### config.mk
export PLATFORM = sky130hd
export DESIGN_NAME = dc_dma_sequencer
export DESIGN_NICKNAME = d
export VERILOG_FILES = /design/src/rtl/dc_dma_sequencer.sv
export SDC_FILE = /design/constraint.sdc
export NUM_CORES = 1
export LEC_CHECK = 0
export CAP_MARGIN = 20
export CORE_MARGIN = 10
export CORE_UTILIZATION = 40
export DETAILED_ROUTE_END_ITERATION = 8
export SETUP_SLACK_MARGIN = 0.05
export SYNTH_ARGS = -nofsm -noshare
export SYNTH_HDL_FRONTEND = slang
export SYNTH_SLANG_ARGS = --single-unit
### constraint.sdc
create_clock -name CLK_48_MHz -period 4.8 [get_ports CLK_48_MHz]
set_input_delay 0.48 -clock CLK_48_MHz [delete_from_list [all_inputs] [get_ports CLK_48_MHz]]
set_output_delay 0.48 -clock CLK_48_MHz [all_outputs]
set_load 0.02 [all_outputs]
### src/rtl/dc_dma_sequencer.sv
// G1 DMA read sequencer: MCU-filled FWFT word FIFO drained onto the DC bus via DMARQ/DMACK/RD.
// Latency: DC_RD pin edge to FIFO pop is SYNC_STAGES+1 cycles; DC_DMARQ is registered.
// Backpressure: DMARQ drops while the FIFO is empty; pushes into a full FIFO are dropped and flagged in fifo_ovf.
// Optional burst limiting is enabled with `define DMA_BURST_LIMIT_EN.
module dc_dma_sequencer #(
    parameter int FIFO_AW     = 5,
    parameter int CNT_W       = 16,
    parameter int SYNC_STAGES = 2,
    parameter int BURST_LEN   = 8
) (
    input  logic                CLK_48_MHz,
    input  logic                MCU_RSTn,
    input  logic                cfg_start,
    input  logic                cfg_abort,
    input  logic [CNT_W-1:0]    cfg_word_count,
    input  logic                fifo_wr_en,
    input  logic [15:0]         fifo_wr_data,
    output logic                fifo_full,
    output logic [FIFO_AW:0]    fifo_level,
    output logic                fifo_ovf,
    input  logic                DC_DMACK,
    input  logic                DC_RD,
    output logic                DC_DMARQ,
    output logic [15:0]         DC_DATA_OUT,
    output logic                DC_DATA_OUT_EN,
    output logic                busy,
    output logic [CNT_W-1:0]    remaining,
    output logic                done_irq,
    input  logic                irq_clr
);

    localparam int              DEPTH   = 1 << FIFO_AW;
    localparam logic [FIFO_AW:0] DEPTH_L = (FIFO_AW+1)'(DEPTH);

    typedef enum logic [2:0] {
        S_IDLE, S_WAIT_DATA, S_REQ, S_XFER, S_DONE, S_GAP
    } state_t;

    state_t                 r_state, w_next;
    logic [SYNC_STAGES-1:0] r_ack_sync, r_rd_sync;
    logic                   r_rd_d;
    logic [15:0]            r_mem [DEPTH];
    logic [FIFO_AW:0]       r_wp, r_rp;
    logic                   r_dmarq, r_ovf, r_done;
    logic [CNT_W-1:0]       r_remaining;
    logic                   w_ack_s, w_rd_s, w_rd_rise, w_rd_fall;
    logic [FIFO_AW:0]       w_level;
    logic                   w_empty, w_full, w_push, w_pop, w_empty_after;
`ifdef DMA_BURST_LIMIT_EN
    logic [$clog2(BURST_LEN+1)-1:0] r_burst_cnt;
    logic [1:0]                     r_gap_cnt;
`endif

    assign w_ack_s   = r_ack_sync[SYNC_STAGES-1];
    assign w_rd_s    = r_rd_sync[SYNC_STAGES-1];
    assign w_rd_rise = w_rd_s & ~r_rd_d;
    assign w_rd_fall = ~w_rd_s & r_rd_d;

    assign w_level       = r_wp - r_rp;
    assign w_empty       = (w_level == '0);
    assign w_full        = (w_level == DEPTH_L);
    assign w_push        = fifo_wr_en & ~w_full;
    // A pop of the last held word leaves the FIFO empty unless a push lands in the same cycle.
    assign w_empty_after = (w_level == (FIFO_AW+1)'(1)) & ~w_push;

    // Bring the asynchronous DC strobes into the 48 MHz domain and keep the previous RD for edge detection.
    always_ff @(posedge CLK_48_MHz or negedge MCU_RSTn) begin
        if (!MCU_RSTn) begin
            r_ack_sync <= '0;
            r_rd_sync  <= '0;
            r_rd_d     <= 1'b0;
        end else begin
            r_ack_sync <= {r_ack_sync[SYNC_STAGES-2:0], DC_DMACK};
            r_rd_sync  <= {r_rd_sync[SYNC_STAGES-2:0], DC_RD};
            r_rd_d     <= w_rd_s;
        end
    end

    // FIFO storage; contents are don't-care while the pointers say empty.
    always_ff @(posedge CLK_48_MHz) begin
        if (w_push && !cfg_abort) r_mem[r_wp[FIFO_AW-1:0]] <= fifo_wr_data;
    end

    // FIFO pointers and sticky overflow; abort flushes, overflow set beats irq_clr.
    always_ff @(posedge CLK_48_MHz or negedge MCU_RSTn) begin
        if (!MCU_RSTn) begin
            r_wp  <= '0;
            r_rp  <= '0;
            r_ovf <= 1'b0;
        end else begin
            if (cfg_abort) begin
                r_wp <= '0;
                r_rp <= '0;
            end else begin
                r_wp <= r_wp + (FIFO_AW+1)'(w_push);
                r_rp <= r_rp + (FIFO_AW+1)'(w_pop);
            end
            if (fifo_wr_en && w_full) r_ovf <= 1'b1;
            else if (irq_clr)         r_ovf <= 1'b0;
        end
    end

    // Next-state and pop decision; abort overrides everything else.
    always_comb begin
        w_next = r_state;
        w_pop  = 1'b0;
        case (r_state)
            S_IDLE: begin
                if (cfg_start) w_next = (cfg_word_count == '0) ? S_DONE : S_WAIT_DATA;
            end
            S_WAIT_DATA: begin
                if (!w_empty) w_next = S_REQ;
            end
            S_REQ: begin
                if (w_ack_s && w_rd_rise) w_next = S_XFER;
            end
            S_XFER: begin
                if (w_rd_fall && !w_empty) begin
                    w_pop = 1'b1;
                    if (r_remaining <= CNT_W'(1)) w_next = S_DONE;
`ifdef DMA_BURST_LIMIT_EN
                    else if (r_burst_cnt == ($clog2(BURST_LEN+1))'(BURST_LEN-1)) w_next = S_GAP;
`endif
                    else if (w_empty_after) w_next = S_WAIT_DATA;
                    else                    w_next = S_REQ;
                end
            end
            S_DONE: begin
                w_next = S_IDLE;
            end
`ifdef DMA_BURST_LIMIT_EN
            // Three GAP cycles plus the WAIT_DATA hand-off keep DMARQ low for four cycles.
            S_GAP: begin
                if (r_gap_cnt == 2'd2) w_next = S_WAIT_DATA;
            end
`endif
            default: w_next = S_IDLE;
        endcase
        if (cfg_abort) begin
            w_next = S_IDLE;
            w_pop  = 1'b0;
        end
    end

    // State, registered DMARQ, word counter and sticky completion flag.
    always_ff @(posedge CLK_48_MHz or negedge MCU_RSTn) begin
        if (!MCU_RSTn) begin
            r_state     <= S_IDLE;
            r_dmarq     <= 1'b0;
            r_remaining <= '0;
            r_done      <= 1'b0;
        end else begin
            r_state <= w_next;
            r_dmarq <= (w_next == S_REQ) || (w_next == S_XFER);
            if (cfg_abort)                           r_remaining <= '0;
            else if (r_state == S_IDLE && cfg_start) r_remaining <= cfg_word_count;
            else if (w_pop && r_remaining != '0)     r_remaining <= r_remaining - CNT_W'(1);
            if (r_state == S_DONE && !cfg_abort) r_done <= 1'b1;
            else if (irq_clr)                    r_done <= 1'b0;
        end
    end

`ifdef DMA_BURST_LIMIT_EN
    // Words popped in the current burst, and cycles spent in GAP.
    always_ff @(posedge CLK_48_MHz or negedge MCU_RSTn) begin
        if (!MCU_RSTn) begin
            r_burst_cnt <= '0;
            r_gap_cnt   <= '0;
        end else begin
            if (cfg_abort || (r_state == S_IDLE && cfg_start) || r_state == S_GAP) r_burst_cnt <= '0;
            else if (w_pop) r_burst_cnt <= r_burst_cnt + 1'b1;
            r_gap_cnt <= (r_state == S_GAP) ? r_gap_cnt + 2'd1 : 2'd0;
        end
    end
`endif

    assign fifo_full      = w_full;
    assign fifo_level     = w_level;
    assign fifo_ovf       = r_ovf;
    assign DC_DMARQ       = r_dmarq;
    assign DC_DATA_OUT    = w_empty ? 16'h0000 : r_mem[r_rp[FIFO_AW-1:0]];
    assign DC_DATA_OUT_EN = (r_state == S_XFER) & w_ack_s & w_rd_s;
    assign busy           = (r_state != S_IDLE);
    assign remaining      = r_remaining;
    assign done_irq       = r_done;

endmodule

=== After elaboration in Yosys (flattened, before gate mapping) ===
Memories as Yosys holds them, arrays and structs flattened.
Index checks and enable logic that the tools add are counted.

* Memories: 1
* Flip-flop bits (word level): 39
* RAM bits: 512
* Input port bits: 40
* ROM bits: 0
* Output and inout bits: 44
* Latch bits: 0
* Word-level logic and storage cells: 75

{| class="wikitable"
|+ Memory list
! name !! depth !! width !! read ports !! clocked after Yosys merged registers in !! wr ports !! line !! source
|-
| r_mem || 32 || 16 || 1 || 0 || 1 || 42 || <nowiki>logic [15:0] r_mem [DEPTH];</nowiki>
|}

* Shifts and indexed selects: 0
* Equality and inequality tests: 8
* $add $sub $neg: 4
* Muxes and demuxes: 23
* Reductions and logical operators: 18
* Div/mod/pow operators: 0
* Bitwise operators: 10
* Order comparisons: 1
* Multipliers: 0

{| class="wikitable"
|+ Operator list
! cell !! number
|-
| $mux W16 || 4
|-
| $mux W3 || 7
|-
| $le A16 B1 Y1 const B || 1
|-
| $logic_not A16 Y1 || 1
|-
| $reduce_bool A16 Y1 || 1
|-
| $sub A16 B1 Y16 const B || 1
|-
| $add A6 B1 Y6 || 2
|-
| $eq A3 B2 Y1 const B || 4
|-
| $mux W6 || 2
|-
| $pmux W3 S4 || 1
|-
| $mux W1 || 8
|-
| $logic_and A1 B1 Y1 || 7
|-
| $and A1 B1 Y1 || 6
|-
| $eq A6 B1 Y1 const B || 1
|-
| $eq A6 B6 Y1 const B || 1
|-
| $logic_not A6 Y1 || 1
|-
| $reduce_bool A3 Y1 || 2
|-
| $sub A6 B6 Y6 || 1
|-
| $not A1 Y1 || 4
|-
| $reduce_bool A2 Y1 || 2
|-
| $eq A3 B1 Y1 const B || 1
|-
| $eq A3 B3 Y1 const B || 1
|-
| $logic_not A3 Y1 || 1
|-
| $logic_not A1 Y1 || 2
|-
| 2 further kinds || 2
|}

=== Longest topological paths before layout ===
* Word-level depth: 13
* Gate-level depth with buffers: 21
* Mapped depth without buffers: 15

=== Least setup slack after synthesis ===
Ideal clock, no wire load.

* Path type: register to register
* From: register r_rp[2]
* To: memory r_mem[10][0] (enable)
* Setup slack: -488 ps
* Path buffers: 4
* Arrival time: 4857 ps
* Required time: 4370 ps
* Setup time: 430 ps
* Cell stages (with the launch flop): 14
* Period minus slack after synthesis: 5288 ps
* Path through: dfrtp_1 buf_1 clkinv_1 clkbuf_1 ha_1 nand2b_1 a21oi_1 xor2_1 nor3_1 and2_1 nand2b_1 clkbuf_1 buf_2 nor4_1

* Cells in the longest elaborated chain, start to end: 7

{| class="wikitable"
|+ RTL lines
! what !! line !! source
|-
| start: declaration || 43 || <nowiki>logic [FIFO_AW:0] r_wp, r_rp;</nowiki>
|-
| start signal: assignment || 96 || <nowiki>r_rp <= r_rp + (FIFO_AW+1)'(w_pop);</nowiki>
|-
| $sub A6 B6 Y6 || 59 || <nowiki>assign w_level = r_wp - r_rp;</nowiki>
|-
| via fifo_level[4] || 19 || <nowiki>output logic [FIFO_AW:0] fifo_level,</nowiki>
|-
| $eq A6 B6 Y1 || 61 || <nowiki>assign w_full = (w_level == DEPTH_L);</nowiki>
|-
| via fifo_full || 18 || <nowiki>output logic fifo_full,</nowiki>
|-
| $not A1 Y1 || 62 || <nowiki>assign w_push = fifo_wr_en & ~w_full;</nowiki>
|-
| $and A1 B1 Y1 || 62 ||
|-
| $logic_and A1 B1 Y1 || 81 || <nowiki>if (w_push && !cfg_abort) r_mem[r_wp[FIFO_AW-1:0]] <= fifo_wr_data;</nowiki>
|-
| $mux W1 || 81 ||
|-
| $mux W1 (not written as such) || 81 ||
|-
| end: declaration || 42 ||
|}

The timed path passes the listed nets, and every way through them passes these cells.

=== Worst setup path after layout ===
* From: register r_rp[1]
* To: output port DC_DATA_OUT[12]

* Cells in the longest elaborated chain, start to end: 3
* Elaborated cells between the ends (all ways): 4
* Those cells by class: add/sub: 1; mux: 1; reduce/logical: 1; memory: 1

{| class="wikitable"
|+ RTL lines
! what !! line !! source
|-
| $sub A6 B6 Y6 || 59 ||
|-
| $logic_not A6 Y1 || 60 || <nowiki>assign w_empty = (w_level == '0);</nowiki>
|-
| $mux W16 (*) || 181 || <nowiki>assign DC_DATA_OUT = w_empty ? 16'h0000 : r_mem[r_rp[FIFO_AW-1:0]];</nowiki>
|-
| end: declaration || 24 || <nowiki>output logic [15:0] DC_DATA_OUT,</nowiki>
|}

Mark *: on every way between the ends. The rest lies on a longest branch, timed or not.

==> reports/results.txt <==
status: finished clean
worst hold path type: in2async
worst vdd rail ir drop: 0.261 mV
drt first pass iters: 5
WP data arrival: 3910 ps
Global Route met2 Usage: 26.1%
Clock power frac: 41.9%
setup bufs post-CTS: 0
H-tree depth: 2
synth warn: 0
filler instances: 4510
multiplexer area fraction after synthesis: 14.7%
Flop pwr share: 51.1%
reg2reg path depth: 12
Finished Cell Area: 0.0264 mm2
GRT busiest layer: met2
hold violation count in the final report: 0
asr flop ratio synth: 7.08%
total congestion overflow: 0
ys flop type: edfxtp_1
Setup-failing EPs final: 0
CTS clock-pin slew for the worst setup and hold paths: 70 ps
Layout Cells excl Fill: 2037
Pint: 0.00815 W
clk root buf: clkbuf_16
Data required, critical path: 4320 ps
Compound-Gate Fraction of Synth Area: 2.78%
Mean Syn Cell Area: 19.4 um2
Power Density: 397 mW/mm2
die area: 0.0650 mm2
PortBufs: 83
vias: 11500
cells after synthesis: 1140
post-layout min period: 4390 ps
top-level I/O count: 84
EDFF count, synth: 512
# hold bufs at CTS: 0
Synth Area in XOR/XNOR: 0.515%
register bit total from synthesis: 551
1st-iter DRT viols: 914
clock sink total: 551
Num CTS Buffers: 56
Core Rows: 86
Skew-Pair Late Insertion Delay: 620 ps
fin. max-slew vios: 0
Antenna Cells: 0
worst setup path startpoint: r_rp[1]$_DFF_PN0_
grt met3 use: 2.96%
drt total wl: 52.2 mm
Slew HR: 31.1%
nets@finish: 1338
Mapped Area: 0.0221 mm2
nature of the critical path endpoint: primary output
largest family of logic cells by synthesized area: multiplexers
drt via density: 5.64
max-capacitance violation count: 0
Max Buffers Root-to-Sink: 3
vias in the first global route: 11800
syn_nets: 1192
Comb pwr share: 7.0%
r2r startpoint: r_rp[0]$_DFF_PN0_
sequential area share after synthesis: 74.0%
Die Ht: 255 um
initial antenna violation count: 3
dpl cells: 1928
TritonCTS clock tree: done
sw frac: 22.1%
fin crit share: 91.4%
CP max FO: 55
# DRC: 0
first-pass GRT wire length: 78.4 mm
Final ANT Viol Nets: 0
placement-stage cell area: 0.0244 mm2
Initial Utilization: 40.3%
Synth Area in Adders: 0.713%
P_leak: 8.34 nW
WS Path Type: reg2out
Post-Synth Simple-Gate Area: 5.65%
Tot GR Track Use: 16.1%
cts repair resizes: 0
RSZ-0062 raised after global routing: no
routability cong.: 0.822
post-DR wirelength/cell: 25.6 um
share of cells above drive strength 1: 26.2%
Final HPWL DP: 33.0 mm
layout overhead on the synthesized area: 19.3%
DIE WIDTH: 255 um
largest net degree at the start of global routing: 68
R2R Setup Slk: 740 ps
CORE AREA: 0.0549 mm2
Multi-input gate area: 0.00559 mm2
Seq. cell area: 0.0164 mm2
Worst Setup Start Kind: register
P_sw: 0.00231 W
clk_skew: 17.5 ps
Worst Max-Slew Pin Slew: 1030 ps
Netlist cell types: 56
fmax: 0.228 GHz
R2R Path End: r_mem[26][2]$_DFFE_PP_
met1 Resource Use GR: 22.1%
## Yosys cell counts, types with 8 or more instances
master    instances  area (um2)
nand2_1          81         304
dfrtp_1          39         976
a21oi_1          24         120
nor2_1           49         184
edfxtp_1        512       15400
nor3_1            9        45.0
buf_1            13        48.8
nor4_1           43         269
inv_1            13        48.8
or3_1             8        50.1
buf_2            16        80.1
ha_1             11         138
nand3_1          10        50.1
mux4_2          144        3240
a311oi_1         24         210
and3_1           16         100
clkbuf_1         35         131
## placed cells by master, fill, tap and decap left out, types with 3 or more instances in the layout
cell / synthesis / layout
bufinv_16: 0 / 8
dfrtp_1: 39 / 36
clkbuf_1: 35 / 8
clkbuf_16: 0 / 58
nand2b_1: 7 / 6
or3_1: 8 / 8
buf_16: 0 / 7
buf_12: 0 / 3
xor2_1: 6 / 6
nand2_1: 81 / 81
o21ai_1: 3 / 3
clkdlybuf4s50_1: 0 / 82
clkinv_1: 2 / 15
inv_6: 0 / 3
o21ai_0: 4 / 4
ha_1: 11 / 11
clkinvlp_4: 0 / 3
a311oi_1: 24 / 24
edfxtp_1: 512 / 512
nor3_1: 9 / 9
o22ai_1: 4 / 4
clkinv_2: 0 / 13
and3_1: 16 / 16
nor2b_1: 6 / 6
nand3_1: 10 / 10
o31ai_1: 4 / 4
inv_1: 13 / 13
a21oi_1: 24 / 24
a31oi_1: 4 / 4
mux4_2: 144 / 144
nor2_1: 49 / 49
or4_1: 3 / 3
or2_2: 4 / 4
nor4_1: 43 / 11
nor4_2: 0 / 32
buf_4: 0 / 58
xnor2_1: 7 / 7
and2_1: 7 / 6
## stage by stage
step / hold WS (ps) / utilization [%] / power, W / setup TNS, ps / worst slack [ps]
6_report: 9.29 / 48.0 / 0.0105 / 0 / 413
4_1_cts: 9.90 / 47.8 / 0.0106 / 0 / 213
3_5_place_dp: 335 / 44.4 / 0.00617 / 0 / 752
3_3_place_gp: 337 / 44.1 / 0.00614 / 0 / 823
2_1_floorplan: 184 / - / 0.00577 / -241390 / -488
5_1_grt: 72.1 / 48.0 / 0.0108 / 0 / 308
## worst max path at each step
| stage | to | slack [ps] | cells past startpoint |
|---|---|---|---|
| 6_report | DC_DATA_OUT[12] | 410 | 7 |
| 5_1_grt | DC_DATA_OUT[12] | 310 | 8 |
| 4_1_cts | DC_DATA_OUT[12] | 210 | 10 |
| 3_5_place_dp | r_mem[26][13]$_DFFE_PP_ | 750 | 12 |
| 3_3_place_gp | r_mem[26][12]$_DFFE_PP_ | 820 | 12 |
| 2_1_floorplan | r_mem[10][0]$_DFFE_PP_ | -490 | 13 |
## metal layers
layer	wire, um	part of all wire, %	vias to the layer above
met5	41	0.079	-
met4	1000	1.9	6
met3	3220	6.2	73
met2	25400	49	338
met1	22600	43	6080
li1	-	-	4990
## power groups by stage
stage | clock [W] | sequential [W] | combinational, W
floorplan | 0 | 0.00546 | 0.000314
global placement | 0 | 0.00544 | 0.000702
detailed placement | 0 | 0.00544 | 0.000729
CTS | 0.00448 | 0.00534 | 0.000730
global route | 0.00468 | 0.00534 | 0.000787
finish | 0.00439 | 0.00534 | 0.000735
## registers in the layout (all words and copies together), names as in the netlist
register	flops
r_rp	6
done_irq	1
r_state	3
fifo_ovf	1
r_ack_sync	2
r_rd_d	1
r_wp	6
r_rd_sync	2
DC_DMARQ	1
remaining	16
r_mem	512
## logic make-up (layout without fill, tap and decap cells)
family                   Yosys count  count (layout)
AND/OR/NAND/NOR                  251             251
buffers and inverters             83             276
multiplexers                     145             145
AO/OA/AOI/OAI                     85              85
flip-flops                       551             551
XOR/XNOR                          13              13
adder cells (fa/ha/maj)           12              12
## area by class of cell
cell class,instances,area share [%]
clock inverters,41,1.64
clock buffers,64,5.43
well taps,704,3.34
flip-flops and latches,551,62.1
repair buffers,155,6.05
inverters,16,0.228
multi-input cells,506,21.2
## critical path, cell delays in order, from the launching register on
cell	delay, ps
dfrtp_4	430
buf_4	640
mux4_2	350
nand2_1	100
a311oi_1	730
a21oi_1	200
nor2_1	170
clkdlybuf4s50_1	620
(Power assumes the default switching activity.)
==> patch 1: new RTL, config.mk and constraints unchanged <==
Set the parameter `CNT_W` to 32 (it was 16).
--- a/src/rtl/dc_dma_sequencer.sv
+++ b/src/rtl/dc_dma_sequencer.sv
@@ -4,7 +4,7 @@
 // Optional burst limiting is enabled with `define DMA_BURST_LIMIT_EN.
 module dc_dma_sequencer #(
     parameter int FIFO_AW     = 5,
-    parameter int CNT_W       = 16,
+    parameter int CNT_W       = 32,
     parameter int SYNC_STAGES = 2,
     parameter int BURST_LEN   = 8
 ) (
Ports: changed (resized cfg_word_count and remaining); port bits go from 84 to 116. The function was not compared with the original's and may differ.
==> patch 1 against the original RTL <==
  * Maximum frequency is 2.9% lower
  * Design area grew 5.2%
  * Area after synthesis grew 4.4%
  * Die area is 4.1% higher
  * Setup slack worse by 0.13 ns
  * Sequential cell count is 16 higher
  * Total power rose by 6.0%
  * Wire length grew 11%
  * Critical path type unchanged
  * Largest cell class unchanged
  * Largest power group unchanged
==> patch 1: results (changes against the original RTL) <==
Parameter                              Value

Run status
  Result of the run    complete, no violations (unchanged)

Worst setup path
  Worst Path Max Fanout    16 (was 55)
  Worst setup path start    r_rp[0]$_DFF_PN0_ (was r_rp[1]$_DFF_PN0_)
  Critical path's slowest cell    clkdlybuf4s50_1 (was a311oi_1)
  R2R Path End    r_mem[7][8]$_DFFE_PP_ (was r_mem[26][2]$_DFFE_PP_)
  Number of cell instances on the worst register-to-register path    9 (was 12)
  Worst setup endpoint    DC_DATA_OUT[6] (was DC_DATA_OUT[12])

GRT
  Maximum number of pins on one net before global-route repair    131 (was 68)
  GR Layer Usage met1    0.233 (was 0.221)
  Antenna violations before repair    2 (was 3)
  Met2 layer usage reported by global route    0.272 (was 0.261)
  First-pass GRT wire length    86700 um (was 78400 um)
  Overall track demand over capacity in global routing    0.172 (was 0.161)

Finish
  Number of nets in the finished design    1458 (was 1338)
  Count of filler cells inserted in the layout    4641 (was 4510)
  Proportion of layout cells with a drive suffix above 1    0.254 (was 0.262)
  Final non-filler cell total    2194 (was 2037)
  Area taken by multi-input logic gates    6130 um^2 (was 5590 um^2)

Clocking
  Post-CTS sizing    4 (was 0)
  Hold_buf cts    1 (was 0)
  Num CTS Buffers    58 (was 56)

Synthesis
  Top cells by instance count after synthesis    edfxtp_1, mux4_2, nor2_1, nand2_1, dfrtp_1 (was edfxtp_1, mux4_2, nand2_1, nor2_1, nor4_1)
  Mean area per synthesized cell    19.1 um^2 (was 19.4 um^2)
  Number of distinct standard cells referenced by the synthesized netlist    63 (was 56)
  Largest cells by area after synthesis    edfxtp_1, mux4_2, dfrtp_1, nor2_1, nand2_1 (was edfxtp_1, mux4_2, dfrtp_1, nand2_1, nor4_1)
  Part of the Yosys area used for sequential elements    0.726 (was 0.740)
  Post-Synthesis Net Count    1276 (was 1192)

Placed design
  Placed cell count    2074 (was 1928)
  HPWL reported at the end of detailed placement    35200 um (was 33000 um)
  Final estimated routing congestion in global placement    0.850 (was 0.822)
  Placement Setup Slack    0.657 ns (was 0.752 ns)
  Area of placed instances    25600 um^2 (was 24400 um^2)

Pwr
  Cell leakage power    8.84 nW (was 8.34 nW)

Route
  Wire length on met3    4630 um (was 3220 um)
  Via density per instance    5.73 (was 5.64)
  Routed length on met1    24600 um (was 22600 um)
  Total Routed Length    58000 um (was 52200 um)
  Number of design-rule violations left by the first detailed-router iteration    1015 (was 914)

STA
  Final worst hold slack    0.317 ns (was 0.00929 ns)
  Worst slew pin tran    0.916 ns (was 1.03 ns)
  Clock Skews    0.0188 ns (was 0.0175 ns)
==> patch 1: changes by cell type after synthesis, moves of 7 or more <==
cell      before  now
and3_1        16    4
a211oi_1       2   17
buf_2         16    3
nand2_1       81   59
nor4_1        43   19
xnor2_1        7   14
dfrtp_1       39   55
nor2_1        49   88
mux4_2       144  160
a311oi_1      24   11
or4_1          3   17
a21oi_1       24   31
==> patch 1: logic make-up after synthesis <==
group	Yosys count	share of synthesized area
flops	567	0.726
simple gates	259	0.0552
mux	163	0.157
compound gates	108	0.0335
buf+inv	80	0.0137
xor+xnor	19	0.00754
fa+ha+maj	12	0.00683
==> patch 1: cell type report <==
type                    instances  share of cell area
inverters                      15             0.00203
clock buffers                  71              0.0541
flip-flops and latches        567               0.604
well taps                     756              0.0341
multi-input cells             561               0.221
clock inverters                37              0.0150
repair buffers                187              0.0693
==> patch 1: where the power goes <==
group	switching (W)	internal (W)	leakage [nW]
sequential	0.0000871	0.00546	5.33
clock	0.00188	0.00265	0.922
combinational	0.000620	0.000390	2.59
==> patch 2: new RTL, same flow settings <==
Without the edit above. Re-encode `state_t` (6 states) as Gray code, 3 bits wide.
--- a/src/rtl/dc_dma_sequencer.sv
+++ b/src/rtl/dc_dma_sequencer.sv
@@ -33,7 +33,7 @@
     localparam logic [FIFO_AW:0] DEPTH_L = (FIFO_AW+1)'(DEPTH);
 
     typedef enum logic [2:0] {
-        S_IDLE, S_WAIT_DATA, S_REQ, S_XFER, S_DONE, S_GAP
+        S_IDLE = 3'b000, S_WAIT_DATA = 3'b001, S_REQ = 3'b011, S_XFER = 3'b010, S_DONE = 3'b110, S_GAP = 3'b111
     } state_t;
 
     state_t                 r_state, w_next;
Behaviour: no difference found for any inputs over 4 cycles, from zero or initial values and one cycle with MCU_RSTn low; so few cycles prove little.
==> patch 2 against the original RTL <==
  * Setup slack improved by 0.017 ns
  * Total power fell by 1.9%
  * Non-clock buffer count fell by 8
  * Wire length grew 0.33%
  * Design area down 1.1%
  * Sequential cell count unchanged
  * Register-to-register slack better by 0.20 ns
  * Area after synthesis decreased by 0.54%
  * Clock power shrank 3%
==> patch 2: results (changes against the original RTL) <==
Parameter                              Value

Run status
  Result of the run    complete, no violations (unchanged)

Finish
  Number of nets in the finished design    1331 (was 1338)
  Signal inverters    20 (was 16)
  Count of filler cells inserted in the layout    4424 (was 4510)
  Post-layout util    0.481 (was 0.480)
  Proportion of layout cells with a drive suffix above 1    0.249 (was 0.262)
  Portion of the layout cell area used by clock cells    0.0690 (was 0.0707)
  Multi-input gate share of total cell area    0.206 (was 0.212)

Route
  Routed wire length on met2    25400 um (about the same)
  Number of design-rule violations left by the first detailed-router iteration    864 (was 914)
  Via density per instance    5.61 (was 5.64)
  Wire length on met3    3180 um (was 3220 um)
  Routed length on met1    22500 um (was 22600 um)

Worst setup path
  Critical path's slowest cell    dfrtp_4 (was a311oi_1)
  Worst Path Max Fanout    37 (was 55)
  Arrival time at the worst endpoint    3.89 ns (was 3.91 ns)
  Delay of the slowest critical-path stage    0.80 ns (was 0.73 ns)

Synthesis
  Parity-gate share of the synthesized area counting xor and xnor cells    0.00478 (was 0.00515)
  Synth Area in Adders    0.00717 (was 0.00713)
  Top cells by instance count after synthesis    edfxtp_1, mux4_2, nand2_1, nor2_1, dfrtp_1 (was edfxtp_1, mux4_2, nand2_1, nor2_1, nor4_1)
  Post-Synthesis Net Count    1183 (was 1192)
  Largest cells by area after synthesis    edfxtp_1, mux4_2, dfrtp_1, nand2_1, nor2_1 (was edfxtp_1, mux4_2, dfrtp_1, nand2_1, nor4_1)
  Post-Syn Instances    1131 (was 1140)

Pwr
  VDD IR-drop max    0.000253 V (was 0.000261 V)
  Power density over the cells    394 nW/um^2 (was 397 nW/um^2)
  Logic power comb    0.000685 W (was 0.000735 W)
  Cell leakage power    8.33 nW (was 8.34 nW)
  Sequential Power Share    0.519 (was 0.511)

GRT
  Met3 usage    0.0307 (was 0.0296)
  GR Layer Usage met1    0.222 (was 0.221)

Placed design
  Placed cell count    1905 (was 1928)
  HPWL reported at the end of detailed placement    30900 um (was 33000 um)
  Final estimated routing congestion in global placement    0.794 (was 0.822)
  Placement Setup Slack    1.02 ns (was 0.752 ns)

STA
  Clock Skews    0.0235 ns (was 0.0175 ns)
[patch 2: cell types whose count changed after synthesis, moves of 6 or more]
cell	before	now
nor2_1	49	77
nor4_1	43	10
o211ai_1	0	6
nand4_1	1	8
or3_1	8	2
[patch 2: worst max-delay path: cells and delay by family, from the launching register on]
kind,cells,cell delay [ns]
buf+inv,4,1.23
simple gates,4,0.56
flops,1,0.80
fa+ha+maj,1,0.31
compound gates,2,0.36
[patch 2: final timing paths]
path,start,to,slack (ns),cells past startpoint
max,r_rp[1]$_DFF_PN0_,DC_DATA_OUT[14],0.43,11
min,MCU_RSTn,r_state[2]$_DFF_PN0_,0.006,1
max reg2reg,r_rp[1]$_DFF_PN0_,r_mem[21][10]$_DFFE_PP_,0.94,11
min reg2reg,r_rd_sync[0]$_DFF_PN0_,r_rd_sync[1]$_DFF_PN0_,0.35,0
max in group asynchronous,MCU_RSTn,r_rp[0]$_DFF_PN0_,4.12,1
min in group CLK_48_MHz,DC_DMACK,r_ack_sync[0]$_DFF_PN0_,0.31,1
